**config.mk**
```make
export PLATFORM = sky130hd
export DESIGN_NAME = dmem_arbiter_flat
export DESIGN_NICKNAME = d
export VERILOG_FILES = /design/src/rtl/dmem_arb_pkg.sv /design/src/rtl/dmem_arbiter_if.sv /design/src/rtl/dmem_arb_grant.sv /design/src/rtl/dmem_arbiter.sv /design/src/flat_wrapper.sv
export SDC_FILE = /design/constraint.sdc
export NUM_CORES = 1
export LEC_CHECK = 0
export CORE_MARGIN = 4
export CORE_UTILIZATION = 30
export CTS_CLUSTER_DIAMETER = 40
export DETAILED_ROUTE_END_ITERATION = 10
export DONT_BUFFER_PORTS = 1
export PLACE_DENSITY = 0.47
export SYNTH_ARGS = -nofsm -noshare
export SYNTH_HDL_FRONTEND = slang
export SYNTH_SLANG_ARGS = --single-unit
```
**constraint.sdc**
```tcl
create_clock -name clk -period 1.7 [get_ports clk]
set_clock_uncertainty 0.1 [all_clocks]
set_input_delay 0.34 -clock clk [delete_from_list [all_inputs] [get_ports clk]]
set_output_delay 0.34 -clock clk [all_outputs]
set_load 0.1 [all_outputs]
```
**src/rtl/dmem_arb_pkg.sv**
```systemverilog
// Shared types and constants for the data-memory arbiter slice.
package dmem_arb_pkg;

  typedef enum logic [1:0] {
    ST_IDLE   = 2'd0,
    ST_ACCESS = 2'd1,
    ST_RESP   = 2'd2
  } state_e;

  typedef enum logic {
    OWN_CPU = 1'b0,
    OWN_DMA = 1'b1
  } owner_e;

  localparam int unsigned RO_ADDR0_DEF = 24;  // USR status cell
  localparam int unsigned RO_ADDR1_DEF = 25;  // UDRR receive-data cell

  function automatic owner_e other_owner(input owner_e o);
    return (o == OWN_CPU) ? OWN_DMA : OWN_CPU;
  endfunction

endpackage

```
**src/rtl/dmem_arbiter_if.sv**
```systemverilog
// Bundle of CPU, DMA and memory-side signals around the arbiter.
interface dmem_arbiter_if #(
  parameter int ADDR_W = 32,
  parameter int DATA_W = 32
) ();

  logic              cpu_req;
  logic              cpu_we;
  logic [ADDR_W-1:0] cpu_addr;
  logic [DATA_W-1:0] cpu_wdata;
  logic              cpu_ack;
  logic              cpu_err;
  logic [DATA_W-1:0] cpu_rdata;

  logic              dma_req;
  logic              dma_we;
  logic [ADDR_W-1:0] dma_addr;
  logic [DATA_W-1:0] dma_wdata;
  logic              dma_ack;
  logic              dma_err;
  logic [DATA_W-1:0] dma_rdata;

  logic [ADDR_W-1:0] mem_addr;
  logic [DATA_W-1:0] mem_wdata;
  logic              mem_we;
  logic              mem_re;
  logic [DATA_W-1:0] mem_rdata;

  modport slave (
    input  cpu_req, cpu_we, cpu_addr, cpu_wdata,
    output cpu_ack, cpu_err, cpu_rdata,
    input  dma_req, dma_we, dma_addr, dma_wdata,
    output dma_ack, dma_err, dma_rdata,
    output mem_addr, mem_wdata, mem_we, mem_re,
    input  mem_rdata
  );

  modport master (
    output cpu_req, cpu_we, cpu_addr, cpu_wdata,
    input  cpu_ack, cpu_err, cpu_rdata,
    output dma_req, dma_we, dma_addr, dma_wdata,
    input  dma_ack, dma_err, dma_rdata,
    input  mem_addr, mem_wdata, mem_we, mem_re,
    output mem_rdata
  );

endinterface

```
**src/rtl/dmem_arb_grant.sv**
```systemverilog
// Grant decision: a lone requester wins; on a tie the pointer side wins.
module dmem_arb_grant
  import dmem_arb_pkg::*;
(
  input  logic   i_cpu_req,
  input  logic   i_dma_req,
  input  owner_e i_pointer,
  output owner_e o_owner
);

  always_comb begin
    o_owner = OWN_CPU;
    if (i_cpu_req && i_dma_req) begin
      o_owner = i_pointer;
    end else if (i_dma_req) begin
      o_owner = OWN_DMA;
    end
  end

endmodule

```
**src/rtl/dmem_arbiter.sv**
```systemverilog
// CPU/DMA data-memory arbiter: IDLE -> ACCESS -> RESP, one access per 3 cycles.
// Define DMEM_ARB_RR_EN for round-robin ties; default build is fixed CPU priority.
module dmem_arbiter
  import dmem_arb_pkg::*;
#(
  parameter int          ADDR_W   = 32,
  parameter int          DATA_W   = 32,
  parameter int unsigned RO_ADDR0 = RO_ADDR0_DEF,
  parameter int unsigned RO_ADDR1 = RO_ADDR1_DEF
) (
  input logic           clk,
  input logic           rst,
  dmem_arbiter_if.slave bus
);

  state_e            r_state;
  state_e            w_state_nxt;
  owner_e            r_owner;
  owner_e            w_win;
  owner_e            w_ptr;
  logic              r_we;
  logic              r_err;
  logic [ADDR_W-1:0] r_addr;
  logic [DATA_W-1:0] r_wdata;
  logic [DATA_W-1:0] r_cpu_rdata;
  logic [DATA_W-1:0] r_dma_rdata;
  logic              w_grant;
  logic              w_access;
  logic              w_resp;
  logic              w_ro;

`ifdef DMEM_ARB_RR_EN
  owner_e r_ptr;

  always_ff @(posedge clk) begin
    if (rst) begin
      r_ptr <= OWN_CPU;
    end else if (w_grant) begin
      r_ptr <= other_owner(w_win);
    end
  end

  assign w_ptr = r_ptr;
`else
  assign w_ptr = OWN_CPU;
`endif

  dmem_arb_grant u_grant (
    .i_cpu_req (bus.cpu_req),
    .i_dma_req (bus.dma_req),
    .i_pointer (w_ptr),
    .o_owner   (w_win)
  );

  always_ff @(posedge clk) begin
    if (rst) begin
      r_state <= ST_IDLE;
    end else begin
      r_state <= w_state_nxt;
    end
  end

  always_comb begin
    w_state_nxt = r_state;
    w_grant     = 1'b0;
    w_access    = 1'b0;
    w_resp      = 1'b0;
    case (r_state)
      ST_IDLE: begin
        if (bus.cpu_req || bus.dma_req) begin
          w_grant     = 1'b1;
          w_state_nxt = ST_ACCESS;
        end
      end
      ST_ACCESS: begin
        w_access    = 1'b1;
        w_state_nxt = ST_RESP;
      end
      ST_RESP: begin
        w_resp      = 1'b1;
        w_state_nxt = ST_IDLE;
      end
      default: w_state_nxt = ST_IDLE;
    endcase
  end

  assign w_ro = (r_addr == ADDR_W'(RO_ADDR0)) || (r_addr == ADDR_W'(RO_ADDR1));

  // Requests are latched only at grant, so requesters may drop req early.
  always_ff @(posedge clk) begin
    if (rst) begin
      r_owner     <= OWN_CPU;
      r_we        <= 1'b0;
      r_err       <= 1'b0;
      r_addr      <= '0;
      r_wdata     <= '0;
      r_cpu_rdata <= '0;
      r_dma_rdata <= '0;
    end else begin
      if (w_grant) begin
        r_owner <= w_win;
        r_err   <= 1'b0;
        if (w_win == OWN_CPU) begin
          r_we    <= bus.cpu_we;
          r_addr  <= bus.cpu_addr;
          r_wdata <= bus.cpu_wdata;
        end else begin
          r_we    <= bus.dma_we;
          r_addr  <= bus.dma_addr;
          r_wdata <= bus.dma_wdata;
        end
      end
      if (w_access) begin
        r_err <= r_we && w_ro;
        if (!r_we) begin
          if (r_owner == OWN_CPU) begin
            r_cpu_rdata <= bus.mem_rdata;
          end else begin
            r_dma_rdata <= bus.mem_rdata;
          end
        end
      end
    end
  end

  // rst gates the strobes directly so a reset in ACCESS commits no write
  // and a reset in RESP produces no ack.
  assign bus.mem_addr  = r_addr;
  assign bus.mem_wdata = r_wdata;
  assign bus.mem_we    = w_access && r_we && !w_ro && !rst;
  assign bus.mem_re    = w_access && !r_we && !rst;

  assign bus.cpu_ack   = w_resp && !rst && (r_owner == OWN_CPU);
  assign bus.dma_ack   = w_resp && !rst && (r_owner == OWN_DMA);
  assign bus.cpu_err   = bus.cpu_ack && r_err;
  assign bus.dma_err   = bus.dma_ack && r_err;
  assign bus.cpu_rdata = r_cpu_rdata;
  assign bus.dma_rdata = r_dma_rdata;

endmodule

```
**src/flat_wrapper.sv**
```systemverilog
// flat-port wrapper written by rule: the top's interface ports become plain ports
module dmem_arbiter_flat import dmem_arb_pkg::*;
#(
  parameter int          ADDR_W   = 32,
  parameter int          DATA_W   = 32,
  parameter int unsigned RO_ADDR0 = RO_ADDR0_DEF,
  parameter int unsigned RO_ADDR1 = RO_ADDR1_DEF
)
  (clk, rst, bus_cpu_req, bus_cpu_we, bus_cpu_addr, bus_cpu_wdata, bus_cpu_ack, bus_cpu_err, bus_cpu_rdata, bus_dma_req, bus_dma_we, bus_dma_addr, bus_dma_wdata, bus_dma_ack, bus_dma_err, bus_dma_rdata, bus_mem_addr, bus_mem_wdata, bus_mem_we, bus_mem_re, bus_mem_rdata);
  dmem_arbiter_if #(.ADDR_W(ADDR_W), .DATA_W(DATA_W)) bus_i ();
  input logic clk;
  input logic rst;
  input wire logic [$bits(bus_i.cpu_req)-1:0] bus_cpu_req;
  input wire logic [$bits(bus_i.cpu_we)-1:0] bus_cpu_we;
  input wire logic [$bits(bus_i.cpu_addr)-1:0] bus_cpu_addr;
  input wire logic [$bits(bus_i.cpu_wdata)-1:0] bus_cpu_wdata;
  output wire logic [$bits(bus_i.cpu_ack)-1:0] bus_cpu_ack;
  output wire logic [$bits(bus_i.cpu_err)-1:0] bus_cpu_err;
  output wire logic [$bits(bus_i.cpu_rdata)-1:0] bus_cpu_rdata;
  input wire logic [$bits(bus_i.dma_req)-1:0] bus_dma_req;
  input wire logic [$bits(bus_i.dma_we)-1:0] bus_dma_we;
  input wire logic [$bits(bus_i.dma_addr)-1:0] bus_dma_addr;
  input wire logic [$bits(bus_i.dma_wdata)-1:0] bus_dma_wdata;
  output wire logic [$bits(bus_i.dma_ack)-1:0] bus_dma_ack;
  output wire logic [$bits(bus_i.dma_err)-1:0] bus_dma_err;
  output wire logic [$bits(bus_i.dma_rdata)-1:0] bus_dma_rdata;
  output wire logic [$bits(bus_i.mem_addr)-1:0] bus_mem_addr;
  output wire logic [$bits(bus_i.mem_wdata)-1:0] bus_mem_wdata;
  output wire logic [$bits(bus_i.mem_we)-1:0] bus_mem_we;
  output wire logic [$bits(bus_i.mem_re)-1:0] bus_mem_re;
  input wire logic [$bits(bus_i.mem_rdata)-1:0] bus_mem_rdata;
  assign bus_i.cpu_req = bus_cpu_req;
  assign bus_i.cpu_we = bus_cpu_we;
  assign bus_i.cpu_addr = bus_cpu_addr;
  assign bus_i.cpu_wdata = bus_cpu_wdata;
  assign bus_cpu_ack = bus_i.cpu_ack;
  assign bus_cpu_err = bus_i.cpu_err;
  assign bus_cpu_rdata = bus_i.cpu_rdata;
  assign bus_i.dma_req = bus_dma_req;
  assign bus_i.dma_we = bus_dma_we;
  assign bus_i.dma_addr = bus_dma_addr;
  assign bus_i.dma_wdata = bus_dma_wdata;
  assign bus_dma_ack = bus_i.dma_ack;
  assign bus_dma_err = bus_i.dma_err;
  assign bus_dma_rdata = bus_i.dma_rdata;
  assign bus_mem_addr = bus_i.mem_addr;
  assign bus_mem_wdata = bus_i.mem_wdata;
  assign bus_mem_we = bus_i.mem_we;
  assign bus_mem_re = bus_i.mem_re;
  assign bus_i.mem_rdata = bus_mem_rdata;
  dmem_arbiter #(.ADDR_W(ADDR_W), .DATA_W(DATA_W), .RO_ADDR0(RO_ADDR0), .RO_ADDR1(RO_ADDR1)) u_core (.clk(clk), .rst(rst), .bus(bus_i));
endmodule
```
==> metrics.cfg, run 1 <==
[detailed_routing]
vias = 4981
drcViolationCount = 0
wl_per_cell_microns = 17.9
drt_wl_total_microns = 17500
drt_pass1_iterations = 4
ant_nets = 0
vias_per_cell = 5.09
drtIter0Drc = 145

[finish]
diodes = 0
drive_gt1_frac = 0.336
final_cell_area_sq_um = 7860
area_delta_synth_final_pct = 42.8
instances_no_fill = 979
fin_nets = 903

[floorplan]
initial_core_util = 0.305
fp.dieArea_sq_um = 20600
ios = 300
die_w_microns = 143
core_sq_um = 18000
die_y_microns = 143
rows = 49

[clocking]
clkSlewWorstSetupHoldPaths_ps = 60
clk_latency_ps = 410
cts-root-buf = clkbuf_16
clockBufferDepth = 2
numCtsBuffers = 17
htreeDepth = 4
tritoncts = done
clock_sinks = 133

[sta]
rsz0062_at_grt = yes
period_share = 1.17
fmax_mhz = 504
min_period_ps = 1980
setup_ws_ps = -283
finalHoldViolations = 126
worst_pin_slew_ps = 426
max_slew_margin = 0.716
hold_slack_ps = -91.1
drv_slew = 0
setup_viol = 6

[placed_design]
dp.cells = 936
portBuffers = 0
dpl_cell_area_sq_um = 6970
gp_congestion = 0.741
dp_hpwl_microns = 12100

[flow_run]
max-cap-violations = 0

[global_route]
grt_max_degree = 136
grt_pass1_wl_microns = 25200
grt_pass1_vias = 4777
grt-ovfl-total = 0
grt_antenna_before_repair = 0
grt.total_usage = 0.154

[yosys]
yosys-top-cells-area = dfxtp_1 48%, a21oi_1 12%, mux2i_1 12%, a211oi_1 8.9%, nand2_1 8.8%
synth_top_area_frac = 0.484
ys_ff_latch = 133
synthesis.nets = 783
synth_warnings = 0
ys_types = 30
avgSynthCellArea_sq_um = 8.92
yosys.area.top_type = dfxtp_1
netlist_area_sq_um = 5500
netlist_instances = 617
seq_area_frac_synth = 0.484

[setup_path]
rr_worst_depth = 7
crit_start = u_core.bus.mem_addr[22]
cp-end-kind = output port
start_kind = register
cp_data_arrival_time_ps = 1540
cp_max_fo = 2
cp_data_required_time_ps = 1260
r2r_start = u_core.r_state[1]
crit_type = reg2out

[min_path]
hold_depth = 1
min_from = rst
min-delay-path-class = in2reg

[status]
violations = hold timing, setup timing
status = complete, but fails checks

[power_and_ir_drop]
p_per_area_nw_per_um2 = 1320
vdd_drop_max_mv = 0.632
p_leak_nw = 3.34

-- cells in the final DEF (no fill, tap or decap), types with 5 or more instances in the layout --
cell and n:
nand2_1 129, buf_12 16, a21oi_1 130, clkbuf_16 19, a211oi_1 65, dfxtp_4 31, mux2i_1 65, buf_4 144
clkinv_4 5, dfxtp_1 99
-- flip-flops by register name, indices dropped and copies added, names as in the netlist --
name	flops
u_core.r_err	1
u_core.r_owner	1
u_core.r_state	2
u_core.bus.mem_wdata	32
u_core.r_we	1
u_core.bus.mem_addr	32
u_core.bus.cpu_rdata	32
u_core.bus.dma_rdata	32
-- cells in the mapped netlist (all sizes together) --
master	n
a211oi	65
a21oi	131
a41o	1
and2	2
and4	2
buf	37
clkbuf	24
dfxtp	133
inv	1
mux2i	65
nand2	129
nand2b	1
nand4bb	1
nor2	3
nor2b	1
nor3	3
nor3b	1
nor4	6
nor4b	2
nor4bb	3
o211a	1
o21ai	1
or2	2
or3	1
or4b	1
-- stage by stage --
| step | utilization | power (mW) | hold WS [ps] | setup TNS [ps] | worst slack, ps |
|---|---|---|---|---|---|
| 6_report | 0.436 | 10.4 | -91.1 | -1400 | -283 |
| 5_1_grt | 0.436 | 10.8 | -122 | -1830 | -349 |
| 4_1_cts | 0.430 | 10.4 | -129 | -1510 | -332 |
| 3_5_place_dp | 0.387 | 6.53 | 319 | 0 | 4.70 |
| 3_3_place_gp | 0.387 | 6.49 | 319 | -12.3 | -12.3 |
| 2_1_floorplan | - | 5.95 | 376 | -2870 | -892 |
-- final cells by class --
cell class	count	area, sq um
clock buffer	19	443
clock inverter	13	171
multi-input combinational	422	2720
timing repair buffer	162	1450
tap	229	287
fill	1708	10200
inverter	1	3.75
sequential	133	2780
-- per-layer routing --
| metal | global-route usage | wire [microns] | vias to the layer above |
|---|---|---|---|
| met4 | 0.0431 | 124 | 0 |
| li1 | - | - | 2438 |
| met3 | 0.0572 | 1720 | 7 |
| met2 | 0.270 | 8800 | 218 |
| met1 | 0.177 | 6900 | 2318 |
| met5 | 0 | 0 | - |
-- worst paths after layout --
path | end | slack [ps]
worst min register to register | u_core.bus.dma_rdata[5] | 350
worst max-delay path | bus_mem_we | -280
worst min-delay path | u_core.bus.cpu_rdata[2] | -90
worst max register to register | u_core.bus.mem_wdata[12] | 40
-- cell families after synthesis --
kind of cell	synth area share
AO/OA/AOI/OAI	0.212
buffers and inverters	0.0596
multiplexers	0.118
flip-flops	0.484
AND/OR/NAND/NOR	0.126
-- timing repair --
item / 4_1_cts / 5_1_grt
endpoints found under the hold margin: 131 / 131
endpoints found under the setup margin: 6 / 18
setup buffers: 6 / 3
pin swaps: 6 / 8
cloned: 0 / 2
resized for setup: 24 / 5
-- power breakdown --
group | switching, mW | internal, mW | total, mW
registers | 0.134 | 3.37 | 3.50
clock network | 1.43 | 2.37 | 3.80
logic | 2.32 | 0.748 | 3.07
-- worst max-delay path, cell delays in order (launching register included) --
cell	delay, ps
dfxtp_4	350
nor4_4	270
and4_4	290
a21oi_4	70
buf_12	160
No activity file was read; power rests on OpenSTA's default activity.
==> run 2: changes to the inputs <==
SKIP_LAST_GASP = 1   (was not set)
==> metrics.cfg, run 2 (synthesis gave the netlist of run 1 again) <==
[status]
status = complete, but fails checks
violations = hold timing, setup timing

[sta]
setup_viol = 6
min_period_ps = 1980
max_slew_margin = 0.715
fmax_mhz = 504
rsz0062_at_grt = yes
hold_slack_ps = -96.2
drv_slew = 0
setup_ws_ps = -284
finalHoldViolations = 122
worst_pin_slew_ps = 428
period_share = 1.17

[detailed_routing]
drt_pass1_iterations = 6
wl_per_cell_microns = 18.3
drt_wl_total_microns = 17900
ant_nets = 0
vias_per_cell = 5.10
drcViolationCount = 0
maxUsedRoutingLayer = met4
dr_wl_met2_microns = 9030
vias = 5013
met3WireLength_microns = 1710
drtIter0Drc = 164
met1Wirelength_microns = 7060

[finish]
final_common_cell = buf_4
fin_nets = 906
layout_common_cells = 144 x buf_4, 130 x a21oi_1, 129 x nand2_1, 99 x dfxtp_1
area_delta_synth_final_pct = 43.5
nFillCells = 1706
diodes = 0
drive_gt1_frac = 0.339
multi_input_area_sq_um = 2710
regArea_sq_um = 2780
instances_no_fill = 982

[floorplan]
die_w_microns = 143
rows = 49
fp.dieArea_sq_um = 20600
core_sq_um = 18000
die_y_microns = 143
initial_core_util = 0.305
ios = 300

[clocking]
numCtsBuffers = 17
tritoncts = done
cts-root-buf = clkbuf_16
clk_latency_ps = 410
clock_sinks = 133
htreeDepth = 4
clkSlewWorstSetupHoldPaths_ps = 60
clockBufferDepth = 2

[placed_design]
portBuffers = 0
gp_congestion = 0.741
dp_hpwl_microns = 12100
dp.cells = 936

[setup_path]
start_kind = register
cp_data_required_time_ps = 1260
cp_data_arrival_time_ps = 1540
crit_type = reg2out
cp-end-kind = output port
cp_max_fo = 2

[global_route]
grt_antenna_before_repair = 0
grt-ovfl-total = 0
grt.total_usage = 0.155
grt_max_degree = 136
grt_pass1_vias = 4814
grt_pass1_wl_microns = 25300

[power_and_ir_drop]
vdd_drop_max_mv = 0.634
p_leak_nw = 3.37
p_total_mw = 10.4
p_per_area_nw_per_um2 = 1320

[min_path]
min-delay-path-class = in2reg

[flow_run]
max-cap-violations = 0

==> run 2: repair_timing <==
item	in CTS	in global routing
pin swaps	6	7
setup endpoints to repair	6	67
endpoints found under the hold margin	131	131
setup buffers	6	3
resized for setup	23	8
gates cloned	0	5
==> run 2: layout make-up <==
class / count / share of cell area
Clock buffer: 19 / 0.0561
Clock inverter: 13 / 0.0217
Inverter: 1 / 0.000476
Multi-Input combinational cell: 422 / 0.343
Sequential cell: 133 / 0.353
Tap cell: 229 / 0.0363
Timing Repair Buffer: 165 / 0.190
==> run 2: through the flow <==
step	util	hold slack, ps	cell area [sq um]	worst slack (ps)	TNS [ps]
floorplan	-	376	5690	-892	-2870
global placement	0.387	319	6970	-12.3	-12.3
detailed placement	0.387	319	6970	4.70	0
CTS	0.429	-129	7740	-332	-1840
global route	0.438	-122	7890	-364	-1840
finish	0.438	-96.2	7890	-284	-1410
==> run 2: where the power goes <==
| group | switching (mW) | internal, mW |
|---|---|---|
| clock | 1.44 | 2.37 |
| sequential | 0.130 | 3.37 |
| combinational | 2.34 | 0.769 |
==> run 2: worst paths after layout <==
kind	slack [ps]	from	to	cells after the start
min reg2reg	350	u_core.bus.dma_rdata[5]	u_core.bus.dma_rdata[5]	2
min	-100	rst	u_core.bus.cpu_rdata[2]	1
max	-280	u_core.bus.mem_addr[22]	bus_mem_we	4
max reg2reg	50	u_core.r_state[1]	u_core.bus.mem_addr[15]	7
==> run 2: critical path, stage by stage, from the launching register on <==
cell and delay, ps:
dfxtp_4 350, nor4_4 270, and4_4 290, a21oi_4 70
buf_12 160
==> run 2: per-layer routing <==
layer	up-vias	global-route usage
met1	2349	0.176
met2	216	0.273
li1	2441	-
met4	0	0.0431
met5	-	0
met3	7	0.0572
==> run 3: changes to the inputs <==
CORE_ASPECT_RATIO = 2   (was not set)
==> metrics.cfg, run 3 (synthesis gave the netlist of run 1 again) <==
[placed_design]
portBuffers = 0
gp_congestion = 0.766
dp_hpwl_microns = 13300
dp.cells = 926
dpl_cell_area_sq_um = 7000
pre_cts_slack_ps = -41.0

[clocking]
clockBufferDepth = 2
cts-root-buf = clkbuf_16
htreeDepth = 4
tritoncts = done
clkSlewWorstSetupHoldPaths_ps = 60
clk_latency_ps = 420
numCtsBuffers = 17
clock_sinks = 133

[detailed_routing]
vias_per_cell = 5.24
drt_pass1_iterations = 6
drt_wl_total_microns = 19700
wl_per_cell_microns = 20.2
vias = 5097
drtIter0Drc = 228
drcViolationCount = 0
ant_nets = 0

[power_and_ir_drop]
vdd_drop_max_mv = 0.606
p_leak_nw = 3.41
p_per_area_nw_per_um2 = 1300
p_total_mw = 10.3

[floorplan]
rows = 69
core_sq_um = 17900
die_w_microns = 104
die_y_microns = 200
fp.dieArea_sq_um = 20700
ios = 300
initial_core_util = 0.308

[finish]
finish.utilization = 0.445
final_common_cell = buf_4
instances_no_fill = 973
nFillCells = 1752
area_delta_synth_final_pct = 44.4
fin_nets = 914
drive_gt1_frac = 0.339
layout_common_cells = 146 x buf_4, 130 x a21oi_1, 129 x nand2_1, 99 x dfxtp_1, 65 x mux2i_1
final_cell_area_sq_um = 7940
diodes = 0

[sta]
worst_pin_slew_ps = 353
setup_viol = 6
rsz0062_at_grt = yes
min_period_ps = 2090
setup_ws_ps = -388
period_share = 1.23
finalHoldViolations = 93
max_slew_margin = 0.764
hold_slack_ps = -93.5
fmax_mhz = 479
drv_slew = 0

[global_route]
use_met1 = 0.156
grt_pass1_wl_microns = 26800
grt-ovfl-total = 0
grt.total_usage = 0.164
grt_max_degree = 136
grt_antenna_before_repair = 0
grtUsageMet2 = 0.319
use_met3 = 0.0504
busiest_layer = met2
grt_pass1_vias = 4877

[setup_path]
cp-end-kind = output port
cp_data_required_time_ps = 1260
crit_chain = nor4_4, buf_4, and4_4, a21oi_4, buf_12
crit_type = reg2out
start_kind = register
cpPeakStageDelay_ps = 350
cp_data_arrival_time_ps = 1650
cp_max_fo = 2
cp_num_buf_inv = 2
path_delay_family = simple AND/OR/NAND/NOR gates
slowest_stage = dfxtp_4

[min_path]
min-delay-path-class = in2reg

[flow_run]
max-cap-violations = 0

[status]
status = complete, but fails checks
violations = hold timing, setup timing

-- run 3: metal layers --
metal	vias up	part of all wire
li1	2459	-
met1	2372	0.33
met2	239	0.57
met3	27	0.073
met4	0	0.019
met5	-	0
-- run 3: what timing repair did --
| action | in CTS | in global routing |
|---|---|---|
| gates resized for setup | 12 | 13 |
| endpoints found under the hold margin | 131 | 131 |
| endpoints found under the setup margin | 6 | 64 |
| buffers inserted | 3 | 6 |
| pin swaps | 3 | 7 |
| gates cloned | 0 | 7 |
-- run 3: area by class of cell --
type / instances / area, sq um / area share
Clock inverter: 7 / 67.6 / 0.00851
Inverter: 1 / 3.75 / 0.000473
Tap cell: 213 / 267 / 0.0335
Timing Repair Buffer: 173 / 1630 / 0.205
Sequential cell: 133 / 2780 / 0.350
Clock buffer: 24 / 513 / 0.0646
Multi-Input combinational cell: 422 / 2680 / 0.338
-- run 3: through the flow --
stage,hold WS (ps),setup TNS (ps)
CTS,-119,-1610
global placement,321,-103
floorplan,376,-2870
global route,-118,-1920
detailed placement,329,-41.0
finish,-93.5,-1500
-- run 3: final timing paths --
kind                            slack (ps)                       end                startpoint  cells after the start
worst min register to register         350  u_core.bus.dma_rdata[11]  u_core.bus.dma_rdata[11]                      2
worst max register to register          60  u_core.bus.cpu_rdata[22]         u_core.r_state[0]                      6
worst min-delay path                   -90    u_core.bus.mem_addr[4]                       rst                      1
worst max-delay path                  -390                bus_mem_we    u_core.bus.mem_addr[7]                      5
-- run 3: report_power, final --
part,switching [mW],internal [mW]
clock network,1.35,2.24
registers,0.118,3.37
logic,2.40,0.820
